===== config.mk =====
export PLATFORM = sky130hd
export DESIGN_NAME = pkg_match_monitor
export DESIGN_NICKNAME = d
export VERILOG_FILES = /design/src/rtl/pkg_match_monitor.sv
export SDC_FILE = /design/constraint.sdc
export NUM_CORES = 1
export LEC_CHECK = 0
export ABC_AREA = 1
export CAP_MARGIN = 10
export CORE_UTILIZATION = 47
export DETAILED_ROUTE_END_ITERATION = 16
export GPL_TIMING_DRIVEN = 0
export PLACE_DENSITY = 0.9
export SLEW_MARGIN = 20
export SYNTH_ARGS = -nofsm -noshare
export SYNTH_HDL_FRONTEND = slang
export SYNTH_SLANG_ARGS = --single-unit

===== constraint.sdc =====
create_clock -name clk -period 3.38 [get_ports clk]
set_input_delay 0.676 -clock clk [delete_from_list [all_inputs] [get_ports clk]]
set_output_delay 0.676 -clock clk [all_outputs]
set_load 0.02 [all_outputs]

===== src/rtl/pkg_match_monitor.sv =====
// pkg_match_monitor
// Registered pattern monitor for a sampled data bus. Each valid word is
// compared under a mask against a constant; a per-sample match flag, the
// current run of consecutive matches, a saturating total of matches and a
// sticky alarm (raised when a run reaches THRESHOLD) are registered.
//
// Ports:
//   clk        rising-edge clock
//   rst_n      asynchronous active-low reset
//   in_valid   in_data carries a sample this cycle
//   in_data    sampled data word (WIDTH bits)
//   clear      synchronous clear of counters, state and alarm (beats in_valid)
//   match      registered: last accepted sample matched
//   run_len    consecutive-match count, saturating
//   hit_count  total matches since reset/clear, saturating
//   alarm      sticky: a run reached THRESHOLD
//   state      debug view of the FSM: 0 IDLE, 1 RUN, 2 ALARM
//   id_code    constant identification code
module pkg_match_monitor #(
  parameter int               WIDTH       = 6,
  parameter logic [WIDTH-1:0] MATCH_VALUE = WIDTH'(6'h03),
  parameter logic [WIDTH-1:0] MATCH_MASK  = '1,
  parameter int               CNT_WIDTH   = 4,
  parameter int               THRESHOLD   = 4,
  parameter logic [1:0]       ID_CODE     = 2'h1
) (
  input  logic                 clk,
  input  logic                 rst_n,
  input  logic                 in_valid,
  input  logic [WIDTH-1:0]     in_data,
  input  logic                 clear,
  output logic                 match,
  output logic [CNT_WIDTH-1:0] run_len,
  output logic [CNT_WIDTH-1:0] hit_count,
  output logic                 alarm,
  output logic [1:0]           state,
  output logic [1:0]           id_code
);

  typedef enum logic [1:0] {
    IDLE  = 2'd0,
    RUN   = 2'd1,
    ALARM = 2'd2
  } state_t;

  localparam logic [CNT_WIDTH-1:0] CNT_MAX  = '1;
  localparam logic [CNT_WIDTH:0]   THRESH_W = (CNT_WIDTH+1)'(THRESHOLD);

  state_t               state_reg, state_next;
  logic                 match_reg, match_next;
  logic                 alarm_reg, alarm_next;
  logic [CNT_WIDTH-1:0] run_len_reg, run_len_next;
  logic [CNT_WIDTH-1:0] hit_count_reg, hit_count_next;

  logic                 hit;
  logic [CNT_WIDTH:0]   run_inc;   // one bit wider so the threshold test never wraps
  logic [CNT_WIDTH-1:0] run_sat;
  logic [CNT_WIDTH-1:0] hit_sat;

  always_comb begin
    hit     = ((in_data ^ MATCH_VALUE) & MATCH_MASK) == '0;
    run_inc = {1'b0, run_len_reg} + {{CNT_WIDTH{1'b0}}, 1'b1};
    run_sat = (run_len_reg == CNT_MAX) ? CNT_MAX : run_len_reg + 1'b1;
    hit_sat = (hit_count_reg == CNT_MAX) ? CNT_MAX : hit_count_reg + 1'b1;
  end

  always_ff @(posedge clk or negedge rst_n) begin
    if (!rst_n) begin
      state_reg     <= IDLE;
      match_reg     <= 1'b0;
      alarm_reg     <= 1'b0;
      run_len_reg   <= '0;
      hit_count_reg <= '0;
    end else begin
      state_reg     <= state_next;
      match_reg     <= match_next;
      alarm_reg     <= alarm_next;
      run_len_reg   <= run_len_next;
      hit_count_reg <= hit_count_next;
    end
  end

  always_comb begin
    state_next     = state_reg;
    match_next     = 1'b0;
    run_len_next   = run_len_reg;
    hit_count_next = hit_count_reg;

    if (clear) begin
      // The sample presented alongside clear is deliberately dropped.
      state_next     = IDLE;
      run_len_next   = '0;
      hit_count_next = '0;
    end else begin
      // Counters follow the live data in every state, including ALARM.
      if (in_valid) begin
        match_next = hit;
        if (hit) begin
          run_len_next   = run_sat;
          hit_count_next = hit_sat;
        end else begin
          run_len_next = '0;
        end
      end

      case (state_reg)
        IDLE, RUN: begin
          if (in_valid) begin
            if (!hit)                   state_next = IDLE;
            else if (run_inc >= THRESH_W) state_next = ALARM;
            else                        state_next = RUN;
          end
        end
        ALARM:   state_next = ALARM;
        default: state_next = IDLE;   // encoding 3 recovers on the next clock
      endcase
    end

    // Registered alongside the state so it rises on the same edge as run_len.
    alarm_next = (state_next == ALARM);
  end

  assign match     = match_reg;
  assign run_len   = run_len_reg;
  assign hit_count = hit_count_reg;
  assign alarm     = alarm_reg;
  assign state     = state_reg;
  assign id_code   = ID_CODE;

endmodule

* After elaboration in Yosys (flattened, before gate mapping)
Cells that the tools add are included.
Operators by class: $add $sub $neg 3, multiply operators 0, divide/modulo/power cells 0, $lt $le $gt $ge 1, eq/ne operators 5, shift-type cells 0, muxes and demuxes 15, bitwise gates (word level) 1, reductions and logical operators 6
Operator list (number):
- 2-to-1 mux 4 bit | 8
- adder 4 x 1 -> 4 bit, second input constant | 2
- == test 4 bit, second input constant | 2
- 2-to-1 mux 2 bit | 4
- zero test 6 bit | 1
- adder 4 x 1 -> 5 bit, second input constant | 1
- greater-or-equal comparator 5 x 3 -> 1 bit, second input constant | 1
- == test 2 bit, second input constant | 2
- one-hot mux 2 bit (2 select lines) | 1
- nonzero test 2 bit | 2
- == test 2 x 1 -> 1 bit, second input constant | 1
- zero test 2 bit | 1
- 2-to-1 mux 1 bit | 2
- inverter 2 bit | 1
- AND reduction 2 bit | 1
- OR reduction 2 bit | 1
Word-level totals: register bits after elaboration 12, bits in latches 0, bits in writable memories 0, bits in read-only memories 0, output and inout bits 14, word-level logic and storage cells 36, memories 0

* Logic depth before layout (Yosys ltp)
depth after elaboration 8, mapped depth 8, mapped depth without buffers 8

* Least setup slack after synthesis
OpenSTA, ideal clock, no wires.
path kind in2reg, start input port in_data[2], end register hit_count_reg[1], in the netlist hit_count[1], library setup time 0.119 ns, arrival 1.176 ns, required time 3.261 ns, path slack 2.085 ns, cell stages on the path 6, path buffers 0, cells stage by stage nor2_1 -> nand2_2 -> nor2_4 -> inv_1 -> nand3_1 -> nand2_1
Between the ends: word-level cells in the longest chain between the ends 3
Ends and longest elaborated chain:
- start, declared | line 30 | input logic [WIDTH-1:0] in_data,
- zero test 6 bit | line 61 | hit = ((in_data ^ MATCH_VALUE) & MATCH_MASK) == '0;
- nonzero test 2 bit (no source line)
- AND reduction 2 bit (no source line)
- end signal, assigned | line 79 | hit_count_reg <= hit_count_next;
- end, declared | line 53 | logic [CNT_WIDTH-1:0] hit_count_reg, hit_count_next;
No other way between the ends. A chain may end at the register's enable or synchronous reset.

* Final worst setup path
start register run_len_reg[2], in the netlist run_len[2], end output port run_len[2]
RTL lines:
- start, declared | line 52 | logic [CNT_WIDTH-1:0] run_len_reg, run_len_next;
- start signal, assigned | line 78 | run_len_reg <= run_len_next;
- end, declared | line 33 | output logic [CNT_WIDTH-1:0] run_len,
No word-level cell between the ends.

==> metrics.md <==
| Metric | Value |
|---|---|
| Detailed Route WL | 1.54 mm |
| Crit. path cell count | 1 |
| Cell variety after synth | 20 |
| Initial antenna violation count | 0 |
| DRC | 0 |
| Multi-input gate area | 344 um2 |
| Syn Inst Count | 95 |
| Max-cap violation count | 0 |
| Total GRT Usage | about a quarter |
| DRT Pass-1 Iters | 4 |
| Tmin final | 2.10 ns |
| Worst hold endpoint | state[0]$_DFF_PN0_ |
| DP Worst Slack | roughly 1.5 ns |
| TritonCTS Buffers | 3 |
| Die X | 40.9 um |
| Leak Pwr | 0.483 nW |
| Clock sink count | 12 |
| Final setup margin | 1.28 ns |
| Synth warnings | 0 |
| Hold Path Class | flop to flop |
| Post-DP HPWL | ~1.2 mm |
| DR WL/cell | 11.5 um |
| Setup TNS Final | 0 ns |
| WP buf/inv | 1 |
| Peak VDD IR | 0.173 mV |
| Vias per cell | 5.07 |
| Dominant cells by area after synthesis | dfrtp_1, nand2_1, nand3_1 |
| Placed instance count | 131 |
| Starting DRT DRC Count | 18 |
| CP max stage delay | 0.66 ns |
| Final setup fails | 0 |
| Layout cells sized above 1 | 12.6% |
| P per Cell Area | about 270 mW/mm2 |
| Worst-skew pair later-pin latency | 0.28 ns |
| Finished Layout Cells | 134 |
| Reg2reg end | state[1]$_DFF_PN0_ |
| Synth top area share | 42.3% |
| Critical path class | flop to output pin |
| Largest net degree at the start of global routing | 13 |
| Cell taking the most area after synthesis | dfrtp_1 |
| Final Slew Violations | 0 |
| Post-CTS Setup Repair Bufs | 0 |
| Syn Std Cell Area | a little over 700 um2 |
| Crit path launch type | flop |
| Seq/Total Area, Yosys | 42.3% |
| Crit Path Max Fanout | 8 |
| Worst hold path depth | 2 |
| Post-route ant nets | 0 |
| Worst Path Arrival | 1.42 ns |
| Fillcell total | 108 |
| CP cell instances | clkdlybuf4s50_1 |
| Die area | 0.00167 mm2 |
| Clk slew on worst S/H paths | about 0.08 ns |
| Worst slew pin tran | between 0.5 and 0.6 ns |
| F_max | 0.476 GHz |
| Worst R2R Start | run_len[0]$_DFFE_PN0P_ |
| Grt total ovfl | 0 |
| Worst clock skew | 0.00489 ns |
| Vias | a little under 700 |
| Unrepaired setup endpoints after global routing | no |
| CP Data Required Time | 2.70 ns |
| Nets | 134 |
| Register Area | 300 um2 |
| Area Growth Syn to Fin | 35.4% |
| CP top delay family | buffers and inverters |
| FF+latch count, synth | 12 |
| Placeable Area | approximately 0.0014 mm2 |
| First-pass GRT wire length | approximately 2.5 mm |
| IO Pins | 24 |
| Period utilization | 62.1% |
| Root buffer cell | clkbuf_4 |
| R2R depth | 7 |
| Clock buffer depth | 2 |
| Syn_area_per_cell | 7.47 um2 |
| Diode count | 0 |
| Hold-fix buffer count after cts | 0 |
| Max-Slew Margin vs Limit | 65.1% |
| Post_cts resized | 0 |
| RD Place Congestion | about 0.85 |
| CTS tree | done |
| Worst reg-to-reg setup slack | 2.09 ns |
| Pwr Total | 0.000260 W |
| Hold Crit Start | state[0]$_DFF_PN0_ |
| Status | finished, final reports clean |
| H-tree depth | 1 |
| Rows | 13 |
| Initial core utilization | approximately 53% |
| Synth Net Count | 108 |
| Vias in the first global route | about 620 |
| Chip height | 40.9 um |
| CP max-delay cell | clkdlybuf4s50_1 |
| Port bufs | 21 |
| CP Capture Type | output pin |
| Hold Violations, Final | 0 |
cells in the final DEF, fill, tap and decap left out:
cell             netlist  layout
nand2_1               33      33
clkdlybuf4s50_1        0      21
dfrtp_1               12      12
nand3_1               10      10
inv_1                  9       9
nor2_1                 5       5
a21oi_1                4       4
ha_1                   3       3
clkbuf_4               0       3
inv_2                  2       2
nand2_2                2       2
nand4_1                2       2
o21ai_2                2       2
buf_4                  2       2
conb_1                 2       2
nor2_2                 1       1
nor2_4                 1       1
nand2_4                1       1
clkinv_4               1       1
o21ai_1                1       1
nor3_1                 1       1
o21ai_0                1       1
cell usage after synthesis (all sizes together):
| cell | n |
|---|---|
| nand2 | 36 |
| dfrtp | 12 |
| inv | 11 |
| nand3 | 10 |
| nor2 | 7 |
| a21oi | 4 |
| o21ai | 4 |
| ha | 3 |
| buf | 2 |
| conb | 2 |
| nand4 | 2 |
| clkinv | 1 |
| nor3 | 1 |
metrics by stage:
step / hold slack, ns / instance area (um2) / utilization (%)
floorplan: 0.380 / 709 / -
global placement: 0.540 / 938 / 69.5
detailed placement: 0.548 / 938 / 69.5
CTS: 0.559 / 961 / 71.2
global route: 0.581 / 961 / 71.2
finish: 0.556 / 961 / 71.2
power breakdown:
part / switching, W / leakage [nW] / internal (W) / total [W]
Combinational: 0.0000120 / 0.302 / 0.0000128 / 0.0000249
Sequential: 0.000000284 / 0.168 / 0.000144 / 0.000144
Clock: 0.0000501 / 0.0138 / 0.0000414 / 0.0000915
Total: 0.0000624 / 0.483 / 0.000198 / 0.000260
worst max path at each step:
stage | to | startpoint | slack [ns]
final | run_len[2] | run_len[2]$_DFFE_PN0P_ | 1.28
after global routing | run_len[2] | run_len[2]$_DFFE_PN0P_ | 1.22
after CTS | run_len[2] | run_len[2]$_DFFE_PN0P_ | 1.28
after detailed placement | hit_count[1]$_DFFE_PN0P_ | in_valid | 1.47
after global placement | hit_count[1]$_DFFE_PN0P_ | in_valid | 1.52
after floorplan | hit_count[1]$_DFFE_PN0P_ | in_data[2] | 2.09
kinds of logic (layout without fill, tap and decap cells):
family | count (synthesis) | in the layout | share of synthesized area [%]
AO/OA/AOI/OAI | 8 | 8 | 6.70
adder cells (fa/ha/maj) | 3 | 3 | 5.29
AND/OR/NAND/NOR | 56 | 56 | 35.4
other | 2 | 2 | 1.06
buffers and inverters | 14 | 38 | 9.17
flip-flops | 12 | 12 | 42.3
final cells by class:
type	instances	share of cell area [%]
multi-input cells	69	35.8
flip-flops and latches	12	31.2
repair buffers	21	21.9
inverters	12	5.21
clock buffers	3	2.34
well taps	15	1.95
plain buffers	2	1.56
per-layer routing:
metal  wire, um  track usage [%]  up-vias
li1           -                -      342
met1        652             26.7      308
met2        741             39.5       25
met3        109             5.43        4
met4         40             16.7        0
met5          0                0        -
Note: power is estimated with default switching activity, not from simulation.
==> variant 1: new RTL, same settings <==
The parameter `WIDTH` goes from 6 to 12.
--- a/src/rtl/pkg_match_monitor.sv
+++ b/src/rtl/pkg_match_monitor.sv
@@ -17,7 +17,7 @@
 //   state      debug view of the FSM: 0 IDLE, 1 RUN, 2 ALARM
 //   id_code    constant identification code
 module pkg_match_monitor #(
-  parameter int               WIDTH       = 6,
+  parameter int               WIDTH       = 12,
   parameter logic [WIDTH-1:0] MATCH_VALUE = WIDTH'(6'h03),
   parameter logic [WIDTH-1:0] MATCH_MASK  = '1,
   parameter int               CNT_WIDTH   = 4,
Ports: changed (resized in_data); port bits go from 24 to 30. No check against the original RTL was run, so the function may have changed too.
==> variant 1 against the unedited design <==
  * Total power grew 4.2%
  * Worst setup slack gained 0.044 ns
  * Wire length grew 17%
  * Clock skew grew 0.0013 ns
  * Sequential cell count is the same
  * Synthesized cell count grew 20%
  * Final area grew 16%
  * Area after synthesis grew 13%
  * Critical path type unchanged
==> variant 1: results (changes against the unedited design) <==
- Synth area leaders: dfrtp_1 (38%), nand2_1 (17%), nand3_1 (9.4%)
- Fillcell total: 131 (+21%)
- YS warnings: 0 (unchanged)
- Inst Count DP: 157 (+20%)
- Crit path max fanout: 7 (-1)
- Rel. slew slack: 0.6449 (-0.005884)
- Final WL: 1810 µm (+17%)
- Clk Latency, worst-skew pair: 0.28 ns (about the same)
- Post_cts resized: 0 (unchanged)
- Dpl ws: 1.402 ns (-0.06541 ns)
- CTS Buf Count: 3 (unchanged)
- GRT Total Usage: 0.2219 (-0.01665)
- Proportion of layout cells with a drive suffix above 1: 0.1111 (-0.01494)
- Crit path max-delay family: buffers and inverters
- Worst VDD drop: 0.0002496 V (+44%)
- Post-synth ARST share: 1.000 (unchanged)
- Hold path start: run_len[3]
- Min-delay worst type: reg2reg
- Compound-Gate Fraction of Synth Area: 0.03605 (-0.03097)
- Starting DRT DRC Count: 12 (-6)
- Worst setup path start: run_len[0]
- Slowest cell delay on critical path: 0.64 ns (-0.02 ns)
- Final Wtd Congestion: 0.7440 (-12%)
- Adder-Cell Fraction of Synth Area: 0.04702 (-0.005888)
- CTS Root Buffer Type: clkbuf_4
- Final Skew: 0.006188 ns (+0.001298 ns)
- Run status: finished, final reports clean
- Mapped Cells: 114 (+20%)
- First-pass GRT wire length: 3125 µm (+26%)
- Placed instance area: 1089 µm² (+16%)
- Final hold violations: 0 (unchanged)
- Synth cell count leaders: nand2_1 (36), inv_1 (16), nand3_1 (15)
- Leak: 0.5558 nW (+15%)
- Avg WL per Cell: 11.31 µm (-1.8%)
- First-pass iteration count of the detailed router: 4 (unchanged)
- I/O Buffers: 27 (+29%)
- H-tree lvl count: 1 (unchanged)
- Post-CTS Setup Inserts: 0 (unchanged)
- Synth unique cells: 19 (-5.0%)
- Synth Net Count: 133 (+23%)
- Vias in the first global route: 827 (+34%)
- Hpwl dp: 1424 µm (+22%)
- WP data arrival: 1.38 ns (-0.04 ns)
- CTS max path bufs: 2 (unchanged)
- Sequential cell area fraction in the yosys report: 0.3762 (-0.04710)
- Vias per cell: 5.100 (+0.65%)
- Post-synthesis mux area share: 0 (unchanged)
- # nets final: 165 (+23%)
-- variant 1: cells by family after synthesis --
family	count (synthesis)
AND/OR/NAND/NOR	73
buffers and inverters	19
other	2
adder cells (fa/ha/maj)	3
flip-flops	12
AO/OA/AOI/OAI	5
-- variant 1: where the power goes --
part           total, mW  switching [mW]  internal (mW)
Combinational     0.0390          0.0189         0.0201
Clock             0.0887          0.0474         0.0413
Sequential         0.143      0.00000706          0.143
Total              0.271          0.0663          0.205
-- variant 1: worst paths after layout --
kind,to,slack [ns],depth (start not counted)
max reg2reg,state[0],2.09,8
max,run_len[0],1.32,1
min in group asynchronous,run_len[3],0.74,1
max in group asynchronous,state[0],2.28,1
min reg2reg,run_len[3],0.57,2
min,run_len[3],0.57,2
-- variant 1: cell type report --
class | count | area [µm²] | share of cell area
inverter | 17 | 63.81 | 0.05743
clock buffer | 3 | 22.52 | 0.02027
buffer | 2 | 15.01 | 0.01351
multi-input combinational | 83 | 419.2 | 0.3773
timing repair buffer | 27 | 270.3 | 0.2432
tap | 16 | 20.02 | 0.01802
sequential | 12 | 300.3 | 0.2703
-- variant 1: worst reg2reg max path, delay by kind of cell (launching register included) --
family	cells	cell delay, ns
AOI/OAI and AO/OA	1	0.11
adders and majority gates	1	0.26
buffers and inverters	2	0.11
DFF	1	0.45
and+or+nand+nor	4	0.29
-- variant 1: metal layers --
metal | vias up | GRT usage | share of wire
met5 | - | 0 | 0
met4 | 0 | 0.1030 | 0.0094
met3 | 2 | 0.06809 | 0.065
met2 | 42 | 0.3970 | 0.53
met1 | 361 | 0.2320 | 0.40
li1 | 411 | - | -
==> variant 2: new RTL, config.mk and constraints unchanged <==
Without the edit above. Put one more register stage on the output `hit_count`, with the module's reset. The value now appears one clock later. The other outputs are not delayed to match.
--- a/src/rtl/pkg_match_monitor.sv
+++ b/src/rtl/pkg_match_monitor.sv
@@ -122,7 +122,13 @@
 
   assign match     = match_reg;
   assign run_len   = run_len_reg;
-  assign hit_count = hit_count_reg;
+  always_ff @(posedge clk or negedge rst_n) begin
+    if (!rst_n) begin
+      hit_count <= '0;
+    end else begin
+      hit_count <= hit_count_reg;
+    end
+  end
   assign alarm     = alarm_reg;
   assign state     = state_reg;
   assign id_code   = ID_CODE;
Behaviour: not the same (Yosys sat finds a counterexample within 4 cycles, from zero or initial values and one cycle with rst_n low).
==> variant 2 against the unedited design <==
  * Worst setup slack worse by 0.0036 ns
  * Area after synthesis up 12%
  * Total power up 31%
  * Final area up 11%
  * Sequential cell count up 4
  * Wire length down 6.5%
  * Critical path type unchanged
  * Clock power up 34%
  * Die area up 12%
==> variant 2: results (changes against the unedited design) <==
- Worst VDD drop: 0.0002654 V (+53%)
- Crit path max fanout: 8 (unchanged)
- Hold path start: hit_count_reg[3]
- CTS Root Buffer Type: clkbuf_4
- Leak: 0.5470 nW (+13%)
- Synth Net Count: 109 (+0.93%)
- Worst hold endpoint: hit_count[3]
- First-pass GRT wire length: 2477 µm (unchanged)
- Antenna Cells: 0 (unchanged)
- Synth area leaders: dfrtp_1 (50%), nand2_1 (16%), ha_1 (4.7%)
- Min-delay worst type: reg2reg
- Ys flop type: dfrtp_1
- Final Skew: 0.006628 ns (+0.001739 ns)
- Fillcell total: 121 (+12%)
- Clk Latency, worst-skew pair: 0.29 ns
- Rel. slew slack: 0.5494 (-0.1013)
- Vias in the first global route: 597 (-3.6%)
- Slowest cell delay on critical path: 0.65 ns
- M1 GR Usage: 0.2355 (-0.03167)
- Hpwl dp: 1097 µm (-5.7%)
- # nets final: 135 (+0.75%)
- Initial antenna violation count: 0 (unchanged)
- Hold path cells: 0 (-2)
- Final Wtd Congestion: 0.7918 (-6.6%)
- Crit path max-delay family: buffers and inverters
- WP data arrival: 1.43 ns
- Met2 usage: 0.2746 (-0.1199)
- CTS max path bufs: 2 (unchanged)
- H-tree lvl count: 1 (unchanged)
- R2r endpoint: state[1]
- Switch Pwr: 0.07058 mW (+13%)
- Synth unique cells: 20 (unchanged)
- Pin count of the biggest net entering global routing: 17 (+4)
- Met3 Use GR: 0.04681 (-0.007539)
- Via count: 684 (+0.74%)
- Post_cts resized: 0 (unchanged)
- GRT Total Usage: 0.1750 (-0.06363)
- Run status: finished, final reports clean
- YS warnings: 0 (unchanged)
- R2R cell count: 7 (unchanged)
- Post-synth ARST share: 1.000 (unchanged)
- Post-CTS Setup Inserts: 0 (unchanged)
- Largest register FFs: 8
- Worst flop-to-flop path startpoint: run_len[0]
- Sequential share of power: 0.563 (+0.010)
- Reg-to-reg setup timing slack: approximately 2.1 ns
- Crit-path slowest cell: clkdlybuf4s50_1
- First-pass iteration count of the detailed router: 5 (+1)
- Clock Power: 0.123 mW (+34%)
- Proportion of layout cells with a drive suffix above 1: 0.1157 (-0.01035)
- Synth cell count leaders: nand2_1 (34), dfrtp_1 (16), inv_1 (10)
- Starting DRT DRC Count: 22 (+4)
- I/O Buffers: 21 (unchanged)
- Avg WL per Cell: 10.53 µm (-8.5%)
- CTS Buf Count: 3 (unchanged)
- Sequential cell area fraction in the yosys report: 0.5031 (+0.07986)
- Initial core utilization: 0.5162 (-0.009252)
## variant 2: changes by cell type in the layout (fill, tap and decap cells not counted), sizes merged
cell,unedited run,this run
dfrtp,12,16
clkbuf,3,4
nand3,10,6
a21oi,4,3
o21ai,4,6
o22ai,0,1
nor3,1,0
## variant 2: worst max-delay path by stage
stage | start | endpoint | cells after the start
floorplan | in_data[5] | hit_count_reg[2] | 6
global placement | in_valid | hit_count_reg[1] | 6
detailed placement | in_data[1] | hit_count_reg[0] | 8
CTS | run_len[0] | run_len[0] | 1
global route | run_len[0] | run_len[0] | 1
finish | run_len[0] | run_len[0] | 1
## variant 2: logic make-up after synthesis
logic type,Yosys count,synth area share
simple gates,51,0.2846
flops,16,0.5031
fa+ha+maj,3,0.04717
buf+inv,14,0.08176
other cells,2,0.009437
compound gates,10,0.07389
## variant 2: per-stage QoR
stage	hold slack (ns)	power, mW	worst slack (ns)	instances	instance area, µm²
2_1_floorplan	0.3804	0.2053	2.085	96	795.8
3_3_place_gp	0.4145	0.2207	1.590	133	1026
3_5_place_dp	0.4189	0.2210	1.562	133	1026
4_1_cts	0.4463	0.3413	1.282	137	1062
5_1_grt	0.4585	0.3554	1.219	137	1062
6_report	0.4402	0.3405	1.276	137	1062
## variant 2: routing by layer
layer / share of wire / up-vias
met4: 0 / 0
met3: 0.087 / 0
met5: 0 / -
li1: - / 346
met2: 0.48 / 26
met1: 0.44 / 312
## variant 2: cell type report
class | count | area share
inverters | 12 | 0.04711
repair buffers | 21 | 0.1979
clock buffers | 4 | 0.03416
flip-flops and latches | 16 | 0.3769
well taps | 16 | 0.01885
multi-input cells | 66 | 0.3110
plain buffers | 2 | 0.01413
